### config.mk
export PLATFORM = sky130hd
export DESIGN_NAME = io_display
export DESIGN_NICKNAME = d
export VERILOG_FILES = /design/src/rtl/io_display.sv
export SDC_FILE = /design/constraint.sdc
export NUM_CORES = 1
export LEC_CHECK = 0
export CAP_MARGIN = 20
export CELL_PAD_IN_SITES_DETAIL_PLACEMENT = 1
export CELL_PAD_IN_SITES_GLOBAL_PLACEMENT = 2
export CORE_ASPECT_RATIO = 1.2
export CORE_MARGIN = 2
export CORE_UTILIZATION = 38
export CTS_CLUSTER_SIZE = 14
export DETAILED_ROUTE_END_ITERATION = 16
export GPL_ROUTABILITY_DRIVEN = 0
export GPL_TIMING_DRIVEN = 0
export PLACE_DENSITY = 0.82
export SETUP_SLACK_MARGIN = 0.15
export SLEW_MARGIN = 20
export SYNTH_ARGS = -nofsm -noshare
export SYNTH_HDL_FRONTEND = slang
export SYNTH_SLANG_ARGS = --single-unit
### constraint.sdc
create_clock -name clk -period 3.5 [get_ports clk]
set_clock_uncertainty 0.15 [all_clocks]
set_input_delay 0.7 -clock clk [delete_from_list [all_inputs] [get_ports clk]]
set_output_delay 0.7 -clock clk [all_outputs]
set_load 0.02 [all_outputs]
### src/rtl/io_display.sv
// io_display: 14-bit word to 4-digit common-anode 7-segment display via shift-add-3 BCD conversion.
// Define IO_DISPLAY_LZB_EN to blank leading zero digits.
module io_display #(
    parameter int REFRESH_DIV = 50000
) (
    input  logic        clk,
    input  logic        rst_n,
    input  logic [13:0] value,
    output logic [3:0]  an,
    output logic [6:0]  seg,
    output logic        busy,
    output logic        ovf
);
    localparam int PW = $clog2(REFRESH_DIV);
    localparam logic [6:0] ZERO = 7'b1000000;
    localparam logic [6:0] DASH = 7'b0111111;
    localparam logic [6:0] BLANK = 7'b1111111;

    typedef enum logic [1:0] {IDLE, CONV, UPDATE} state_t;

    state_t      st_q, st_d;
    logic [13:0] cap_q, cap_d;
    logic [33:0] sh_q, sh_d, adj;
    logic [3:0]  cnt_q, cnt_d;
    logic [6:0]  dig_q [4];
    logic [6:0]  dig_d [4];
    logic        ovf_q, ovf_d, busy_q, busy_d;
    logic [PW-1:0] pre_q, pre_d;
    logic [1:0]  idx_q, idx_d;
    logic [3:0]  an_q, an_d;
    logic [6:0]  seg_q, seg_d;
`ifdef IO_DISPLAY_LZB_EN
    logic        lz;
`endif

    function automatic logic [6:0] enc(input logic [3:0] n);
        case (n)
            4'd0: enc = 7'b1000000;
            4'd1: enc = 7'b1111001;
            4'd2: enc = 7'b0100100;
            4'd3: enc = 7'b0110000;
            4'd4: enc = 7'b0011001;
            4'd5: enc = 7'b0010010;
            4'd6: enc = 7'b0000010;
            4'd7: enc = 7'b1111000;
            4'd8: enc = 7'b0000000;
            4'd9: enc = 7'b0010000;
            default: enc = BLANK;
        endcase
    endfunction

    always_comb begin
        st_d = st_q;
        cap_d = cap_q;
        sh_d = sh_q;
        cnt_d = cnt_q;
        dig_d = dig_q;
        ovf_d = ovf_q;
        adj = sh_q;
`ifdef IO_DISPLAY_LZB_EN
        lz = 1'b1;
`endif
        // BCD nibbles live above the 14 binary bits
        for (int k = 0; k < 5; k++)
            if (adj[14+4*k +: 4] >= 4'd5) adj[14+4*k +: 4] = adj[14+4*k +: 4] + 4'd3;
        case (st_q)
            IDLE: if (value != cap_q) begin
                cap_d = value;
                sh_d = {20'b0, value};
                cnt_d = 4'd0;
                st_d = CONV;
            end
            CONV: begin
                sh_d = adj << 1;
                cnt_d = cnt_q + 4'd1;
                st_d = cnt_q == 4'd13 ? UPDATE : CONV;
            end
            UPDATE: begin
                ovf_d = cap_q > 14'd9999;
                for (int k = 3; k >= 0; k--) begin
`ifdef IO_DISPLAY_LZB_EN
                    lz = lz && sh_q[14+4*k +: 4] == 4'd0 && k != 0;
                    dig_d[k] = ovf_d ? DASH : lz ? BLANK : enc(sh_q[14+4*k +: 4]);
`else
                    dig_d[k] = ovf_d ? DASH : enc(sh_q[14+4*k +: 4]);
`endif
                end
                st_d = IDLE;
            end
            default: st_d = IDLE;
        endcase
        busy_d = st_d != IDLE;
    end

    always_comb begin
        pre_d = pre_q == PW'(REFRESH_DIV - 1) ? '0 : pre_q + 1'b1;
        idx_d = pre_q == PW'(REFRESH_DIV - 1) ? idx_q + 2'd1 : idx_q;
        an_d = ~(4'b0001 << idx_d);
        seg_d = dig_q[idx_d];
    end

    always_ff @(posedge clk) begin
        if (!rst_n) begin
            st_q <= IDLE;
            cap_q <= '0;
            sh_q <= '0;
            cnt_q <= '0;
            dig_q <= '{default: ZERO};
            ovf_q <= 1'b0;
            busy_q <= 1'b0;
            pre_q <= '0;
            idx_q <= '0;
            an_q <= 4'b1110;
            seg_q <= ZERO;
        end else begin
            st_q <= st_d;
            cap_q <= cap_d;
            sh_q <= sh_d;
            cnt_q <= cnt_d;
            dig_q <= dig_d;
            ovf_q <= ovf_d;
            busy_q <= busy_d;
            pre_q <= pre_d;
            idx_q <= idx_d;
            an_q <= an_d;
            seg_q <= seg_d;
        end
    end

    assign an = an_q;
    assign seg = seg_q;
    assign busy = busy_q;
    assign ovf = ovf_q;
endmodule
==> flow_summary_export.csv, run 1 <==
group,metric,value,unit
grt,grt_max_degree,17,
worst_setup_path,critPathCaptureType,"register",
sta,final_max_slew_viol_count,0,
outcome,status,"complete, no violations",
synthesis,async_flop_share,0,%
grt,met3_usage,3.85,%
clocking,cts_htree_levels,4,
grt,grt_antenna_before_repair,0,
grt,grtUsageMet2,35.7,%
sta,timing.final.ws_setup,0.287,ns
worst_setup_path,critPathRequiredTime,3.70,ns
run,cap_violations,0,
routing,first_iter_violations,239,
clocking,holdBufCountCts,0,
sta,slew_headroom,48.1,%
placement,placed_cell_area,6870,µm²
routing,wl_per_cell,17.7,µm
floorplan,die_w,122,µm
worst_setup_path,path_cells,"dlygate4sd2_1 -> xor2_2 -> or3_4 -> o41ai_4 -> buf_6 -> buf_8 -> a22oi_1 -> nor2_2 -> ha_1 -> or3_1 -> a21oi_1",
grt,grt_pass1_wl,27.7,mm
worst_setup_path,crit_path_top_delay_cell,"o41ai_4",
placement,portBuffers,28,
worst_setup_path,worstSetupStartpointType,"input pin",
worst_setup_path,worstPathMaxFanout,10,
clocking,clk_pin_slew,0.06,ns
worst_setup_path,setup.worst_path.start,"value[1]",
synthesis,yosys_warnings,0,
floorplan,die_area,17700,µm²
clocking,clockRootBuffer,"clkbuf_16",
worst_setup_path,rrSetupSlack,0.46,ns
synthesis,ys_seq_area_share,43.4,%
worst_setup_path,cpPeakStageDelay,0.43,ns
grt,overflow,0,
worst_hold_path,hold_path_class,"reg -> reg",
clocking,clock_sinks,137,
sta,min_period,3.21,ns
worst_setup_path,worstReg2RegStart,"st_q[0]",
routing,via_per_inst,5.34,
worst_setup_path,crit_arrival,3.41,ns
synthesis,synthCells,684,
clocking,cts_tree,"yes",
clocking,cts_buffers,17,
sta,finalSetupViolations,0,
clocking,cts.path.max_buffers,2,
synthesis,ys_ff_latch,137,
synthesis,netlist_area,6320,µm²
routing,detail-route-antenna-nets,0,
grt,top_usage_layer,"met2",
placement,place_ws,-0.866,ns
worst_setup_path,criticalPathCategory,"in -> reg",
sta,period_share,91.8,%
cells_and_area,num-nets-final,788,
sta,worst_pin_slew,0.772,ns
placement,place_hpwl,12.8,mm
grt,met1_usage,22.8,%
synthesis,synth.distinct_cells,67,
pwr,p_leak,0.00320,µW
sta,hold_violations,0,
synthesis,syn-mean-instance-area,9.24,µm²
routing,wl,17.1,mm
synthesis,synthTopCellsByArea,"dfxtp_1, ha_1, nor2_1, o221a_2, xnor2_1",
cells_and_area,fin_cells,966,
pwr,powerDensity,478,nW/µm²
synthesis,syn-num-nets,731,
cells_and_area,fillers,1858,
cells_and_area,layout-drive-gt1-share,14.2,%
grt,grt_pass1_vias,5386,
sta,fmax,0.311,GHz
worst_setup_path,cp.buffers_inverters,3,
sta,finalSetupTns,0,ns
cells_and_area,diodes,0,
worst_setup_path,cpLargestDelayFamily,"simple AND/OR/NAND/NOR gates",
sta,rsz0062_at_grt,"yes",
floorplan,rows,51,
synthesis,synth_flop_cell,"dfxtp_1",
synthesis,synth_edf_count,0,
clocking,clkLatencyLatePin,0.43,ns
floorplan,fp.coreArea,16300,µm²
synthesis,yosysTopAreaCell,"dfxtp_1",
routing,route.vias.total,5159,
placement,dp_cells,924,
cells_and_area,areaGrowthSynthToFinish,21.9,%
floorplan,die_h,145,µm
routing,remaining_drc_errors,0,
synthesis,synth_top_area_share,43.4,%
routing,dr.pass1.iters,6,
pwr,peakVddDrop,0.333,mV
grt,grt_usage,20.1,%
cells_and_area,final_area,7700,µm²
floorplan,start_util,38.8,%
floorplan,ios,29,
## path summary, 6_finish.rpt
kind              cells after the start  endpoint
setup / recovery                     11  register
hold / removal                        2  dig_q[6]
setup reg to reg                      9  register
hold reg to reg                       2  dig_q[6]
## cell usage in the layout (no fill, tap or decap), drive strengths merged, types with 18 or more instances in the layout
cell type	netlist	layout
o221a	24	24
o21ai	25	25
clkbuf	30	49
xnor2	27	27
ha	31	31
clkdlybuf4s50	0	18
inv	31	33
buf	10	19
a21oi	30	30
nor2	83	83
dfxtp	137	137
nand2	54	54
## synth_stat cells, types with 3 or more instances
cell type	number
nand4_1	7
a211oi_1	15
a211o_1	4
xor2_1	9
buf_2	3
or3_1	4
nor4_1	7
dfxtp_1	137
o21ai_0	22
buf_6	3
ha_1	31
and3_1	11
a311oi_1	13
xnor2_1	27
or2_2	4
nor2_1	83
nand2_1	53
nand3_1	11
a21o_1	9
o22ai_1	4
and2_1	13
a22oi_1	5
o221a_2	24
nor2b_1	3
a2111oi_0	3
o21ai_1	3
o211ai_1	3
clkbuf_1	29
a222oi_1	5
buf_1	3
a32oi_1	3
a21oi_1	29
nand2b_1	10
mux2i_1	17
nor3_1	5
mux2_2	5
inv_1	30
## per-layer routing
layer,part of all wire [%],vias to the layer above
met5,0,-
met4,2.8,0
met3,2.4,32
met2,53,64
met1,42,2507
li1,-,2556
## kinds of logic after synthesis
group	count (synthesis)	share of synthesized area (%)
buffers and inverters	72	4.77
adders and majority gates	31	6.14
muxes	22	3.58
AOI/OAI and AO/OA	162	20.1
DFF	137	43.4
and+or+nand+nor	224	17.0
xor gates and xnor gates	36	4.99
## worst reg2reg max path, stage by stage, from the launching register on
cell and delay, ns:
dfxtp_1 0.31, clkbuf_2 0.21, nor2b_1 0.37, clkbuf_1 0.45
clkbuf_2 0.36, a22oi_1 0.15, nor2_2 0.17, ha_1 0.27
or3_1 0.38, a21oi_1 0.14
## per-stage QoR
stage	utilization, %	power (µW)	hold slack, ns
2_1_floorplan	-	1730	0.263
3_3_place_gp	42.2	1790	0.278
3_5_place_dp	42.2	1800	0.299
4_1_cts	46.7	3710	0.307
5_1_grt	47.3	3810	0.338
6_report	47.3	3680	0.301
## cell type report
type / count / area, µm² / share of cell area [%]
multi-input combinational: 475 / 3380 / 43.8
buffer: 40 / 191 / 2.48
timing repair buffer: 38 / 373 / 4.84
tap: 212 / 265 / 3.44
clock inverter: 14 / 195 / 2.53
clock buffer: 18 / 439 / 5.70
sequential: 137 / 2740 / 35.6
inverter: 32 / 120 / 1.56
## timing repair
action	in CTS	in global routing
resized for setup	11	21
setup endpoints to repair	28	19
setup buffers	7	3
pin swaps	7	6
## where the power goes
part	internal, µW	switching [µW]	total, µW	leakage, µW
registers	1590	19.1	1610	0.00111
logic	66.3	100	166	0.00178
clock network	1210	694	1910	0.000311
No activity file was read; power rests on OpenSTA's default activity.
==> run 2, diff against run 1 <==
Settings changed: REMOVE_ABC_BUFFERS from default to 1.
==> run 2 against run 1 <==
Die area is the same. Non-clock buffer count shrank 36. Total power shrank 5.0%. Combinational power shrank 8%. Critical path depth is the same. Fmax shrank 2.2%. First-iteration DRC count grew 14%. Wire length shrank 9.4%. Setup slack lost 0.072 ns.
==> flow_summary_export.csv, run 2 (synthesis results as in run 1) <==
group,metric,value,unit
routing,routed-wl-met3,384,µm
sta,min_period,3.29,ns
routing,route.vias.total,5076,
worst_setup_path,criticalPathCategory,"in -> reg",
routing,dr.pass1.iters,5,
clocking,cts_htree_levels,4,
outcome,status,"complete, no violations",
floorplan,die_h,145,µm
routing,via_per_inst,5.45,
placement,portBuffers,28,
clocking,clockRootBuffer,"clkbuf_16",
grt,grt_max_degree,82,
routing,first_iter_violations,272,
grt,overflow,0,
floorplan,start_util,38.8,%
sta,finalSetupViolations,0,
pwr,p_total,3490,µW
worst_setup_path,worstSetupStartpointType,"input pin",
pwr,power_frac_comb,4.4,%
routing,remaining_drc_errors,0,
routing,wl_per_cell,16.7,µm
pwr,p_leak,0.00304,µW
routing,highest_layer,"met4",
worst_setup_path,critPathCaptureType,"register",
cells_and_area,areaGrowthSynthToFinish,18.7,%
pwr,p_int,2640,µW
floorplan,rows,51,
clocking,cts.path.max_buffers,2,
cells_and_area,num-nets-final,753,
pwr,switching_share,24.4,%
cells_and_area,diodes,0,
floorplan,ios,29,
clocking,clock_sinks,137,
routing,wl,15.5,mm
clocking,clkLatencyLatePin,0.42,ns
cells_and_area,final_cell_mix,"dfxtp_1, nor2_1, nand2_1",
cells_and_area,layout-drive-gt1-share,15.0,%
worst_hold_path,hold_path_class,"reg -> reg",
pwr,peakVddDrop,0.340,mV
grt,grt_pass1_wl,26.2,mm
sta,finalSetupTns,0,ns
sta,final_max_slew_viol_count,0,
routing,wl_met1,6.82,mm
worst_setup_path,worstPathMaxFanout,4,
clocking,holdBufCountCts,0,
sta,period_share,93.9,%
clocking,cts_buffers,17,
sta,rsz0062_at_grt,"yes",
routing,detail-route-antenna-nets,0,
routing,wl_met2,8.03,mm
sta,fmax,0.304,GHz
grt,grt_pass1_vias,5377,
worst_setup_path,critPathRequiredTime,3.69,ns
run,cap_violations,0,
floorplan,die_area,17700,µm²
grt,grt_usage,18.5,%
sta,worst_pin_slew,0.904,ns
sta,slew_headroom,39.6,%
clocking,clk_pin_slew,0.06,ns
worst_setup_path,crit_arrival,3.47,ns
grt,grt_antenna_before_repair,0,
pwr,clkPwrFrac,49.7,%
pwr,powerDensity,466,nW/µm²
floorplan,fp.coreArea,16300,µm²
floorplan,die_w,122,µm
placement,place_hpwl,10.2,mm
pwr,power_switching,853,µW
clocking,cts_tree,"yes",
pwr,seqPwrFrac,46.0,%
cells_and_area,final_common_cell,"dfxtp_1",
sta,hold_violations,0,
run 2: cell types whose count changed in the layout (fill, tap and decap cells not counted), sizes merged, moves of 2 or more:
cell	previous run	this run
buf	19	15
bufinv	4	1
clkbuf	49	17
clkdlybuf4s50	18	24
clkinv	8	6
clkinvlp	1	4
dlymetal6s2s	8	2
inv	33	36
run 2: cell type report:
cell class,instances,area (µm²)
tap,212,265
inverter,32,125
fill,1846,8770
sequential,137,2740
multi-input combinational,476,3390
timing repair buffer,42,404
clock inverter,15,145
clock buffer,17,425
run 2: what timing repair did:
item | CTS | global route
resized for setup | 11 | 10
buffers inserted | 9 | 3
cloned | 1 | 0
pin swaps | 8 | 5
setup endpoints to repair | 26 | 15
run 2: final timing paths:
| path | start | to | slack, ns | cells past startpoint |
|---|---|---|---|---|
| worst max-delay path | value[12] | register | 0.21 | 11 |
| worst min-delay path | pre_q[0] | pre_q[0] | 0.30 | 1 |
| worst max register to register | cap_q[13] | register | 0.57 | 9 |
| worst min register to register | pre_q[0] | pre_q[0] | 0.30 | 1 |
run 2: critical path, stage by stage:
cell             delay (ns)
clkdlybuf4s50_1        0.53
xnor2_1                0.17
nand4_1                0.11
buf_4                  0.17
o41ai_4                0.41
buf_6                  0.18
a22oi_1                0.13
nor2_2                 0.27
ha_4                   0.26
or3_4                  0.39
a21oi_2                0.15
run 2: per-stage QoR:
stage	hold slack (ns)	util [%]	instances	instance area, µm²	setup slack, ns
floorplan	0.263	-	644	6140	-0.372
global placement	0.280	41.1	884	6680	-3.97
detailed placement	0.284	41.4	886	6740	-0.959
CTS	0.297	45.7	928	7430	0.153
global route	0.340	46.1	931	7500	0.124
finish	0.296	46.1	931	7500	0.214
run 2: power groups by stage:
stage / sequential (µW) / clock, µW / combinational [µW]
floorplan: 1640 / 0 / 82.1
detailed placement: 1640 / 0 / 147
global route: 1610 / 1840 / 170
finish: 1610 / 1740 / 153
CTS: 1610 / 1770 / 152
global placement: 1640 / 0 / 139
run 2: layer usage:
metal | vias up | global-route usage [%]
met4 | 0 | 6.90
met1 | 2492 | 21.5
met3 | 23 | 3.34
li1 | 2486 | -
met2 | 75 | 33.1
met5 | - | 0
==> run 3, diff against run 2 <==
Settings changed: PLACE_DENSITY 0.82 to default, PLACE_DENSITY_LB_ADDON from default to 0.2.
==> run 3 against run 2 <==
Sequential power is essentially flat. Sequential share of layout area grew 0.30 points. Clock power shrank 6%. Wire length shrank 1.3%. Design area shrank 0.82%. Register-to-register slack lost 0.03 ns. Flip-flop and latch count is the same. Via count shrank 1.9%. Fmax grew 2.7%. Non-clock buffer count shrank 3. First-iteration DRC count shrank 21%. Total power shrank 2.9%. Critical path type unchanged.
==> flow_summary_export.csv, run 3 (synthesis results as in run 1) <==
group,metric,value,unit
outcome,status,"complete, no violations",
sta,worst_pin_slew,0.973,ns
sta,finalSetupTns,0,ns
floorplan,start_util,38.8,%
cells_and_area,fillers,1865,
clocking,clk_pin_slew,0.06,ns
worst_setup_path,path_cells,"clkdlybuf4s50_1 -> xnor2_1 -> nand4_1 -> buf_4 -> o41ai_4 -> buf_6 -> nand2_4 -> a21oi_4 -> inv_2 -> ha_1 -> or3_1 -> a21oi_2",
placement,place_hpwl,10.3,mm
clocking,holdBufCountCts,0,
floorplan,rows,51,
floorplan,die_w,122,µm
grt,grt_antenna_before_repair,0,
worst_setup_path,setup.worst_path.start,"value[4]",
routing,route.vias.total,4979,
routing,wl_per_cell,16.6,µm
grt,grt_pass1_wl,25.6,mm
pwr,power_frac_comb,4.5,%
sta,rsz0062_at_grt,"no",
worst_setup_path,cpLargestDelayFamily,"buffers and inverters",
sta,hold_violations,0,
worst_setup_path,worstPathMaxFanout,7,
sta,slew_headroom,35.0,%
clocking,cts_tree,"yes",
sta,period_share,91.4,%
cells_and_area,diodes,0,
pwr,peakVddDrop,0.349,mV
worst_setup_path,critPathRequiredTime,3.69,ns
worst_setup_path,cp.depth,12,
pwr,p_total,3390,µW
sta,finalSetupViolations,0,
cells_and_area,layout-drive-gt1-share,14.0,%
sta,fmax,0.313,GHz
worst_setup_path,criticalPathCategory,"in -> reg",
clocking,cts_htree_levels,4,
worst_setup_path,r2r_cells,9,
floorplan,ios,29,
cells_and_area,final_core_util,45.7,%
clocking,clock_sinks,137,
run,cap_violations,0,
worst_setup_path,cpPeakStageDelay,0.51,ns
sta,final_max_slew_viol_count,0,
routing,wl,15.3,mm
cells_and_area,areaGrowthSynthToFinish,17.7,%
clocking,clkLatencyLatePin,0.42,ns
worst_setup_path,crit_arrival,3.38,ns
sta,min_period,3.20,ns
worst_setup_path,cp.buffers_inverters,4,
cells_and_area,num-nets-final,750,
floorplan,fp.coreArea,16300,µm²
routing,via_per_inst,5.38,
floorplan,die_h,145,µm
worst_hold_path,hold_path_class,"reg -> reg",
routing,remaining_drc_errors,0,
pwr,seqPwrFrac,47.4,%
grt,grt_usage,18.2,%
routing,first_iter_violations,215,
cells_and_area,final_cell_mix,"dfxtp_1, nor2_1, nand2_1",
pwr,p_leak,0.00307,µW
cells_and_area,final_common_cell,"dfxtp_1",
pwr,clkPwrFrac,48.2,%
worst_setup_path,worstSetupStartpointType,"input pin",
pwr,switching_share,22.9,%
grt,grt_pass1_vias,5111,
routing,dr.pass1.iters,4,
grt,overflow,0,
worst_setup_path,worstReg2RegStart,"st_q[0]",
placement,portBuffers,28,
clocking,cts.path.max_buffers,2,
routing,detail-route-antenna-nets,0,
grt,grt_max_degree,82,
pwr,p_int,2610,µW
worst_setup_path,rrSetupSlack,0.54,ns
worst_setup_path,crit_path_top_delay_cell,"clkdlybuf4s50_1",
clocking,clockRootBuffer,"clkbuf_16",
pwr,powerDensity,456,nW/µm²
clocking,cts_buffers,17,
worst_setup_path,critPathCaptureType,"register",
sta,worst_hold_slack,0.306,ns
floorplan,die_area,17700,µm²
pwr,power_switching,778,µW
run 3: power groups by stage:
stage | logic (µW) | clock network (µW) | registers (µW)
finish | 151 | 1630 | 1610
floorplan | 82.1 | 0 | 1640
detailed placement | 147 | 0 | 1640
CTS | 150 | 1680 | 1610
global placement | 141 | 0 | 1640
global route | 169 | 1760 | 1610
run 3: layer usage:
metal	vias to the layer above	global-route usage (%)	share of wire (%)
li1	2479	-	-
met1	2441	22.1	45
met2	45	32.1	52
met3	14	2.95	1.7
met4	0	6.44	1.2
met5	-	0	0
run 3: metrics by stage:
| step | setup WS (ns) | instances | cell area [µm²] |
|---|---|---|---|
| 6_report | 0.302 | 926 | 7440 |
| 5_1_grt | 0.172 | 926 | 7440 |
| 4_1_cts | 0.151 | 923 | 7360 |
| 3_5_place_dp | -0.606 | 887 | 6750 |
| 3_3_place_gp | -3.96 | 884 | 6680 |
| 2_1_floorplan | -0.372 | 644 | 6140 |
run 3: tightest hold or removal path: stages (launching register included):
cell	delay [ns]
dfxtp_1	0.30
inv_1	0.04
o21ai_0	0.07
run 3: timing repair:
| item | CTS | global route |
|---|---|---|
| setup endpoints to repair | 15 | 15 |
| gates cloned | 1 | 0 |
| endpoints found under the hold margin | 0 | 0 |
| pin swaps | 3 | 6 |
| resized for setup | 8 | 15 |
| setup buffers | 5 | 3 |
run 3: area by class of cell:
cell class | count | area (µm²) | area share (%)
Multi-Input combinational cell | 476 | 3380 | 45.5
Sequential cell | 137 | 2740 | 36.9
Tap cell | 212 | 265 | 3.56
Clock buffer | 18 | 429 | 5.77
Clock inverter | 12 | 105 | 1.41
Inverter | 32 | 125 | 1.68
Timing Repair Buffer | 39 | 389 | 5.23
run 3: worst min-delay path by stage:
stage,start,endpoint,slack [ns],cells after the start
detailed placement,pre_q[0],pre_q[0],0.30,1
finish,register,dig_q[13],0.31,2
CTS,register,dig_q[13],0.31,2
floorplan,pre_q[0],pre_q[0],0.26,1
global route,pre_q[0],pre_q[0],0.32,1
global placement,pre_q[0],pre_q[0],0.28,1
